<file path="src/rtl/bytebeat_pkg.sv">
// Shared definitions for the bytebeat synth and its PWM audio output stage.
//   SAMPLE_W       : width of one audio sample
//   sample_t       : unsigned sample type carried from bytebeat to pwm_out
//   PWM_IDLE_LEVEL : mid-scale level played when no sample has arrived yet
package bytebeat_pkg;

    localparam int SAMPLE_W = 8;

    typedef logic [SAMPLE_W-1:0] sample_t;

    localparam sample_t PWM_IDLE_LEVEL = 8'h80;

endpackage

</file>
<file path="src/rtl/pwm_out_if.sv">
// Valid/ready sample channel between bytebeat (master) and pwm_out (slave).
//   sample_r     : unsigned audio sample
//   sample_r_vld : sample valid
//   sample_r_rdy : consumer can accept a sample this cycle
interface pwm_out_if;
    import bytebeat_pkg::*;

    sample_t sample_r;
    logic    sample_r_vld;
    logic    sample_r_rdy;

    modport master (output sample_r, output sample_r_vld, input sample_r_rdy);
    modport slave  (input sample_r, input sample_r_vld, output sample_r_rdy);

endinterface

</file>
<file path="src/rtl/pwm_out_tick.sv">
// Prescaler for the PWM phase counter.
//   clk   : clock
//   reset : synchronous active-high reset
//   tick  : high in the last clock of every PRESCALE-clock step
module pwm_out_tick #(
    parameter int PRESCALE = 1
) (
    input  logic clk,
    input  logic reset,
    output logic tick
);

    generate
        if (PRESCALE == 1) begin : g_direct
            // Every clock is a phase step; clk/reset are not needed here.
            logic unused_ok;
            assign unused_ok = &{1'b0, clk, reset};
            assign tick      = 1'b1;
        end else begin : g_count
            localparam int PS_W = $clog2(PRESCALE);
            localparam logic [PS_W-1:0] PS_LAST = PS_W'(PRESCALE - 1);

            logic [PS_W-1:0] ps_cnt;

            always_ff @(posedge clk) begin
                if (reset) begin
                    ps_cnt <= '0;
                end else if (ps_cnt == PS_LAST) begin
                    ps_cnt <= '0;
                end else begin
                    ps_cnt <= ps_cnt + PS_W'(1);
                end
            end

            assign tick = (ps_cnt == PS_LAST);
        end
    endgenerate

endmodule

</file>
<file path="src/rtl/pwm_out.sv">
// First-order PWM audio output: takes one 8-bit sample per frame from a
// valid/ready channel and plays it as a duty cycle of active/256.
//   clk                  : clock
//   reset                : synchronous active-high reset
//   sample_ch            : sample channel (slave side)
//   pwm_out__pwm         : registered PWM pin
//   pwm_out__frame_start : one-cycle strobe after each frame boundary
//   pwm_out__underrun    : one-cycle strobe when a boundary found no sample
module pwm_out
    import bytebeat_pkg::*;
#(
    parameter int PRESCALE = 1,
    parameter int REPEAT   = 1
) (
    input  logic            clk,
    input  logic            reset,
    pwm_out_if.slave        sample_ch,
    output logic            pwm_out__pwm,
    output logic            pwm_out__frame_start,
    output logic            pwm_out__underrun
);

    localparam int REP_W = (REPEAT > 1) ? $clog2(REPEAT) : 1;
    localparam logic [REP_W-1:0] REP_LAST = REP_W'(REPEAT - 1);

    logic              tick;
    logic [7:0]        phase;
    logic [REP_W-1:0]  rep_cnt;
    sample_t           pend;
    logic              pend_vld;
    sample_t           active;
    logic              rep_last;
    logic              boundary;
    logic              xfer;
    logic              pwm_p1;
    logic              frame_start_p1;
    logic              underrun_p1;

    pwm_out_tick #(
        .PRESCALE (PRESCALE)
    ) u_tick (
        .clk   (clk),
        .reset (reset),
        .tick  (tick)
    );

    assign rep_last = (rep_cnt == REP_LAST);
    assign boundary = tick & (phase == 8'hFF) & rep_last;

    // Ready depends only on registered state and reset, never on vld.
    assign sample_ch.sample_r_rdy = ~pend_vld & ~reset;
    assign xfer = sample_ch.sample_r_vld & sample_ch.sample_r_rdy;

    // ---- stage p0: frame position, holding register, active sample ----
    always_ff @(posedge clk) begin
        if (reset) begin
            phase    <= '0;
            rep_cnt  <= '0;
            pend     <= '0;
            pend_vld <= 1'b0;
            active   <= PWM_IDLE_LEVEL;
        end else begin
            if (tick) begin
                phase <= phase + 8'd1;
                if (phase == 8'hFF) begin
                    rep_cnt <= rep_last ? '0 : rep_cnt + REP_W'(1);
                end
            end
            // A transfer needs pend_vld=0, so it never collides with the
            // pend-to-active move; a transfer on an empty boundary waits
            // in pend for the next frame.
            if (boundary && pend_vld) begin
                active   <= pend;
                pend_vld <= 1'b0;
            end else if (xfer) begin
                pend     <= sample_ch.sample_r;
                pend_vld <= 1'b1;
            end
        end
    end

    // ---- stage p1: registered pin and strobes ----
    always_ff @(posedge clk) begin
        if (reset) begin
            pwm_p1         <= 1'b0;
            frame_start_p1 <= 1'b0;
            underrun_p1    <= 1'b0;
        end else begin
            pwm_p1         <= (phase < active);
            frame_start_p1 <= boundary;
            underrun_p1    <= boundary & ~pend_vld;
        end
    end

    assign pwm_out__pwm         = pwm_p1;
    assign pwm_out__frame_start = frame_start_p1;
    assign pwm_out__underrun    = underrun_p1;

endmodule

</file>
<file path="src/flat_wrapper.sv">
// flat-port wrapper written by rule: the top's interface ports become plain ports
module pwm_out_flat import bytebeat_pkg::*;
#(
    parameter int PRESCALE = 1,
    parameter int REPEAT   = 1
)
  (clk, reset, pwm_out__pwm, pwm_out__frame_start, pwm_out__underrun, sample_ch_sample_r, sample_ch_sample_r_vld, sample_ch_sample_r_rdy);
  pwm_out_if sample_ch_i ();
  input  logic clk;
  input  logic reset;
  output logic pwm_out__pwm;
  output logic pwm_out__frame_start;
  output logic pwm_out__underrun;
  input wire logic [$bits(sample_ch_i.sample_r)-1:0] sample_ch_sample_r;
  input wire logic [$bits(sample_ch_i.sample_r_vld)-1:0] sample_ch_sample_r_vld;
  output wire logic [$bits(sample_ch_i.sample_r_rdy)-1:0] sample_ch_sample_r_rdy;
  assign sample_ch_i.sample_r = sample_ch_sample_r;
  assign sample_ch_i.sample_r_vld = sample_ch_sample_r_vld;
  assign sample_ch_sample_r_rdy = sample_ch_i.sample_r_rdy;
  pwm_out #(.PRESCALE(PRESCALE), .REPEAT(REPEAT)) u_core (.clk(clk), .reset(reset), .sample_ch(sample_ch_i), .pwm_out__pwm(pwm_out__pwm), .pwm_out__frame_start(pwm_out__frame_start), .pwm_out__underrun(pwm_out__underrun));
endmodule
</file>
<file path="config.mk">
export PLATFORM = sky130hd
export DESIGN_NAME = pwm_out_flat
export DESIGN_NICKNAME = d
export VERILOG_FILES = /design/src/rtl/bytebeat_pkg.sv /design/src/rtl/pwm_out_if.sv /design/src/rtl/pwm_out_tick.sv /design/src/rtl/pwm_out.sv /design/src/flat_wrapper.sv
export SDC_FILE = /design/constraint.sdc
export NUM_CORES = 1
export LEC_CHECK = 0
export BUFFER_PORTS_ARGS = -buffer_cell sky130_fd_sc_hd__buf_2
export CAP_MARGIN = 20
export CORE_MARGIN = 2
export CORE_UTILIZATION = 35
export DETAILED_ROUTE_END_ITERATION = 7
export HOLD_SLACK_MARGIN = 0.06
export SKIP_LAST_GASP = 1
export SYNTH_ARGS = -nofsm -noshare
export SYNTH_HDL_FRONTEND = slang
export SYNTH_SLANG_ARGS = --single-unit
</file>
<file path="constraint.sdc">
create_clock -name clk -period 1.7 [get_ports clk]
set_input_delay 0.085 -clock clk [delete_from_list [all_inputs] [get_ports clk]]
set_output_delay 0.085 -clock clk [all_outputs]
set_load 0.02 [all_outputs]
</file>
Word level (Yosys, flattened, before mapping). Index checks and enable logic that the tools add are counted.

Add/sub/neg operators: 2. Order comparisons: 1. Equal/unequal tests: 1. Multiplexer cells: 1. Bitwise logic cells: 8. Reductions and logical operators: 3.

Operators with widths (number): adder 8 x 1 -> 8 bit (second input constant) (1); == test 8 bit (second input constant) (1); < comparator 8 bit (1); bitwise AND 1 bit (4); NOT 1 bit (4); AND reduction 2 bit (1); OR reduction 2 bit (1); adder 1 bit (second input constant) (1); logical AND 1 bit (1); two-way mux 1 bit (1).

Flip-flop bits (word level): 29. Logic and storage cells: 24.

Longest topological paths before layout. Gate-level depths: netlist of the first run.

Depth after elaboration: 5. Depth in mapped cells: 5. Mapped depth without buffers: 5.

Cells and area by module. From an unflattened synthesis of the first run, not the netlist that was laid out.

Cells, all modules: 135. Area, all modules: 1318.8 um2.

Modules (own cells, without submodules): pwm_out (times used 1, cells an instance 133, area each 1307.5 um2, seq. area each 560.5 um2); pwm_out_tick (times used 1, cells an instance 2, area each 11.3 um2, seq. area each 0.0 um2).

Worst setup path after synthesis of the first run. OpenSTA, ideal clock, no wires.

Path type: reg2reg. Start point: reg u_core.phase[3]. End point: reg u_core.pwm_p1 (netlist: u_core.pwm_out__pwm). Setup time: 0.114 ns. Data arrival time: 1.271 ns. Setup slack: 0.314 ns. Cell stages (with the launch flop): 5. Path buffers: 0. Period minus slack after synthesis: 1.386 ns. Cell sequence: dfxtp_1 -> ha_1 -> a211oi_1 -> o21ai_0 -> a2111oi_0.

Word-level cells in the longest chain between the ends: 1.

RTL lines: start, declared (line pwm_out.sv:27) `logic [7:0] phase;`; start signal, assigned (line pwm_out.sv:64) `phase <= phase + 8'd1;`; < comparator 8 bit (line pwm_out.sv:89) `pwm_p1 <= (phase < active);`; end signal, assigned (line pwm_out.sv:89); end, declared (line pwm_out.sv:35) `logic pwm_p1;`.

No other way between the ends. A chain may end at the register's enable or synchronous reset.

Worst setup path in the final report of the first run. Same ends and word-level chain as after synthesis.

==> impl_metrics.toml, run 1 <==
[run_status]
status = "finished, final reports clean"

[yosys]
ys_warn_count = 0
synth-seq-cells = 28
syn-num-nets = 150
ys_types = 32
synth_ff_type = "dfxtp_1"
synth-seq-area-share_pct = 46.0
synth_edf_count = 0
syn-cell-area_mm2 = 0.00122
syn_area_per_cell_um2 = 9.30
synthArstFlopShare_pct = 0
syn_inst = 131

[grt]
grt.total_usage_pct = 12.6
globalRouteOverflowTotal = 0
antenna_found_initial = 0
grt_max_degree = 30
grt_pass1_wl_um = 4090
grt_pass1_vias = 956

[sta]
max_freq_mhz = 647
slew_viol_final = 0
relSlewSlack_pct = 66.3
holdWs_ns = 0.186
finalSetupViolCount = 0
hold_viol = 0
worst_pin_slew_ns = 0.505
min_period_ns = 1.55
period_share_pct = 90.9
finClkSkew_ns = 0.0128

[power_and_ir_drop]
p_leak_nw = 0.557
finalPower_mw = 1.23
pwr_density_cell_mw_per_mm2 = 835
ir_drop_v = 0.000484

[die]
dieArea_mm2 = 0.00397
fp.dieH_um = 63.0
initial_core_util_pct = 36.5
chipWidth_um = 63.0
ioPinCount = 15
core_mm2 = 0.00334
rows = 21

[worst_setup_path]
critical_path_class = "reg -> reg"
cp-start-kind = "flop"
worst_r2r_path_depth = 4
required_ns = 1.93
crit_path_end_kind = "flop"
cp_max_fo = 6
crit_arrival_ns = 1.78

[clock_tree]
numClockSinks = 28
cts_root_buf = "clkbuf_4"
worstSkewPairLatency_ns = 0.33
cts_tree = "done"
cts_setup_buffers = 0
h-tree-depth = 1
clk_pin_slew_ns = 0.16
clk_path_buf_depth = 2
numCtsBuffers = 3

[drt]
ant_nets = 0
drt_wl_total_um = 2280
drtIter0Drc = 16
viasPerCell = 4.82
vias = 963
wl_per_cell_um = 11.4
drc = 0
first_pass_iters = 4

[cells_and_area]
drive_gt1_share_pct = 15.6
fin_nets = 174
area_growth_pct = 20.3
diodes = 0

[min_path]
worstHoldPathCells = 2
hp-class = "in -> reg"

[run]
max_cap_violations = 0

[placed_design]
gp_congestion = 0.762
port_buffers = 14
dp_hpwl_um = 1570
==> cell usage in the layout (no fill, tap or decap) <==
cell type / n
or4_1: 1
dfxtp_1: 28
nand4_1: 3
nor2b_1: 3
o22ai_1: 1
nand3b_1: 1
o211ai_1: 1
xor2_1: 2
a21oi_1: 11
o21ai_0: 11
and4_1: 1
nand3_1: 9
nand2_1: 2
dlygate4sd3_1: 9
a2111oi_1: 1
o31ai_1: 1
a211oi_1: 1
buf_4: 3
nand3_2: 1
mux2i_1: 8
xnor2_1: 1
clkbuf_4: 3
and4_2: 1
nor2_1: 15
bufinv_16: 1
o2111a_1: 1
nor3b_1: 1
ha_1: 8
or3_1: 1
inv_1: 8
or3_2: 1
nor3_1: 1
buf_2: 14
==> critical path, cell delays in order (launching register included) <==
cell,delay [ns]
dfxtp_1,0.46
ha_1,0.28
a211oi_1,0.22
o21ai_0,0.11
a2111oi_1,0.38
==> through the flow <==
stage	instances	utilization, %	setup TNS (ns)	worst slack, ns	area, um^2
final	200	43.9	0	0.154	1470
after global placement	187	39.6	0	0.256	1320
after detailed placement	187	39.6	0	0.204	1320
after CTS	200	43.9	0	0.175	1470
after global routing	200	43.9	-0.0365	-0.0365	1470
after floorplan	131	-	0	0.314	1220
==> flip-flops by register name (all words and copies together) (netlist names) <==
register and flops:
u_core.pwm_out__underrun 1, u_core.pwm_out__frame_start 1, u_core.pend_vld 1, u_core.pend 8, u_core.pwm_out__pwm 1, u_core.phase 8, u_core.active 8
==> final timing paths <==
kind | startpoint | endpoint | slack, ns
setup reg to reg | u_core.phase[3]$_SDFF_PP0_ | u_core.pwm_out__pwm$_SDFF_PP0_ | 0.15
setup / recovery | u_core.phase[3]$_SDFF_PP0_ | u_core.pwm_out__pwm$_SDFF_PP0_ | 0.15
hold / removal | reset | u_core.phase[0]$_SDFF_PP0_ | 0.19
hold reg to reg | u_core.pend[3]$_SDFFE_PP0P_ | u_core.active[3]$_SDFFE_PP0P_ | 0.48
==> kinds of logic after synthesis <==
| kind of cell | after synthesis | share of synthesized area (%) |
|---|---|---|
| XOR/XNOR | 3 | 2.16 |
| multiplexers | 8 | 6.57 |
| flip-flops | 28 | 46.0 |
| AO/OA/AOI/OAI | 28 | 13.0 |
| buffers and inverters | 15 | 6.26 |
| adder cells (fa/ha/maj) | 8 | 8.21 |
| AND/OR/NAND/NOR | 41 | 17.8 |
==> synth_stat cells (2+ instances only) <==
master    number  area (um^2)
ha_1           8          100
clkbuf_1       3         11.3
nor2b_1        3         18.8
dfxtp_1       28          561
nor2_1        15         56.3
inv_1          8         30.0
xor2_1         2         17.5
buf_2          2         10.0
mux2i_1        8         80.1
nand4_1        3         18.8
o21ai_0       11         55.1
nand3_1        9         45.0
a21oi_1       11         55.1
nand2_1        2         7.51
==> metal layers <==
metal / vias up / routed length, um / global-route usage (%) / part of all wire, %
li1: 504 / - / - / -
met1: 446 / 1140 / 15.8 / 50
met2: 11 / 1060 / 21.5 / 47
met3: 2 / 55 / 2.34 / 2.4
met4: 0 / 21 / 4.17 / 0.92
met5: - / 0 / 0 / 0
==> layout make-up <==
cell class	count	area [um^2]
fill	335	1870
clock inverter	1	30.0
tap	46	57.6
inverter	8	30.0
sequential	28	561
clock buffer	3	22.5
multi-input combinational	88	583
timing repair buffer	26	183
==> timing repair <==
action | 4_1_cts | 5_1_grt
setup endpoints to repair | 0 | 1
hold buffers | 9 | 0
gates resized for setup | 0 | 1
hold endpoints to repair | 9 | 0
==> power by group <==
| part | switching, mW | total (mW) | internal, mW |
|---|---|---|---|
| clock | 0.197 | 0.435 | 0.238 |
| combinational | 0.0429 | 0.0959 | 0.0530 |
| sequential | 0.0170 | 0.694 | 0.677 |
| total | 0.257 | 1.23 | 0.969 |
Power figures use the tool's default switching activity.
==> inputs of run 2 (changes only) <==
--- a/config.mk
+++ b/config.mk
@@ -9,6 +9,7 @@
 export CAP_MARGIN = 20
 export CORE_MARGIN = 2
 export CORE_UTILIZATION = 35
+export CTS_BUF_LIST = sky130_fd_sc_hd__clkbuf_8
 export DETAILED_ROUTE_END_ITERATION = 7
 export HOLD_SLACK_MARGIN = 0.06
 export SKIP_LAST_GASP = 1
==> impl_metrics.toml, run 2 (same netlist as run 1, synthesis figures left out) <==
[run_status]
status = "finished, final reports clean"

[clock_tree]
cts_setup_buffers = 0
clk_pin_slew_ns = 0.10
worstSkewPairLatency_ns = 0.28
numCtsBuffers = 3
numClockSinks = 28
h-tree-depth = 1
clk_path_buf_depth = 2
cts_tree = "done"
cts_root_buf = "clkbuf_8"

[grt]
grt_pass1_wl_um = 4060
antenna_found_initial = 0
grt_max_degree = 30
grt.total_usage_pct = 13.0
grt_pass1_vias = 942
globalRouteOverflowTotal = 0

[drt]
drtIter0Drc = 20
viasPerCell = 4.83
first_pass_iters = 4
vias = 962
drt_wl_total_um = 2280
drc = 0
ant_nets = 0
wl_per_cell_um = 11.4

[worst_setup_path]
critical_path_class = "reg -> reg"
cp-start-kind = "flop"
crit_path_end_kind = "flop"
crit_arrival_ns = 1.72
cp_max_fo = 6
required_ns = 1.88

[die]
fp.dieH_um = 63.0
core_mm2 = 0.00334
chipWidth_um = 63.0
initial_core_util_pct = 36.5
ioPinCount = 15
rows = 21
dieArea_mm2 = 0.00397

[cells_and_area]
area_growth_pct = 21.0
top_regs = "u_core.active: 8 flops, u_core.pend: 8 flops, u_core.phase: 8 flops"
final_area_mm2 = 0.00148
final_cell_mix = "28 x dfxtp_1, 15 x nor2_1, 14 x buf_2, 11 x o21ai_0, 11 x a21oi_1"
diodes = 0
drive_gt1_share_pct = 15.7
final_cells = 199
fin_nets = 173
final_common_cell = "dfxtp_1"
final_util_pct = 44.2

[sta]
min_period_ns = 1.54
finClkSkew_ns = 0.00775
holdWs_ns = 0.0638
hold_viol = 0
worst_slack_ns = 0.161
worst_pin_slew_ns = 0.513
period_share_pct = 90.5
max_freq_mhz = 650
slew_viol_final = 0
relSlewSlack_pct = 65.8
fin_tns_setup_ns = 0
finalSetupViolCount = 0

[power_and_ir_drop]
finalPower_mw = 1.32
pwr_density_cell_mw_per_mm2 = 892
p_leak_nw = 0.561
ir_drop_v = 0.000416

[placed_design]
port_buffers = 14
dp.cells = 187
dp_hpwl_um = 1570
gp_congestion = 0.762
pre_cts_slack_ns = 0.204
place_area_mm2 = 0.00132

[run]
max_cap_violations = 0

[min_path]
hp-class = "in -> reg"
[run 2: path summary, 6_finish.rpt]
path / slack [ns] / startpoint / cells after the start / end
min: 0.06 / sample_ch_sample_r[1] / 3 / u_core.pend[1]$_SDFFE_PP0P_
max: 0.16 / u_core.phase[3]$_SDFF_PP0_ / 4 / u_core.pwm_out__pwm$_SDFF_PP0_
min reg2reg: 0.48 / u_core.pend[0]$_SDFFE_PP0P_ / 2 / u_core.active[0]$_SDFFE_PP0P_
max reg2reg: 0.16 / u_core.phase[3]$_SDFF_PP0_ / 4 / u_core.pwm_out__pwm$_SDFF_PP0_
[run 2: timing repair]
| action | in CTS | in global routing |
|---|---|---|
| resized for setup | 0 | 1 |
| hold buffers | 8 | 0 |
| setup endpoints to repair | 0 | 1 |
| hold endpoints to repair | 8 | 0 |
[run 2: layout make-up]
type / count / area [um^2]
timing repair buffer: 25 / 173
inverter: 8 / 30.0
multi-input combinational: 88 / 583
clock buffer: 3 / 41.3
fill: 339 / 1860
clock inverter: 1 / 30.0
sequential: 28 / 561
tap: 46 / 57.6
[run 2: worst max-delay path, cell delays in order, from the launching register on]
cell and delay [ns]:
dfxtp_1 0.44, ha_1 0.28, a211oi_1 0.22, o21ai_0 0.11, a2111oi_1 0.38
[run 2: metal layers]
layer / routed length [um] / track usage [%]
met4: 61 / 8.33
met3: 73 / 2.34
met1: 1090 / 15.9
met2: 1050 / 20.7
met5: 0 / 0
[run 2: power by group]
part	total, mW	leakage, nW	internal [mW]	switching (mW)
clock	0.528	0.0357	0.316	0.212
sequential	0.693	0.228	0.676	0.0171
combinational	0.0941	0.297	0.0515	0.0426
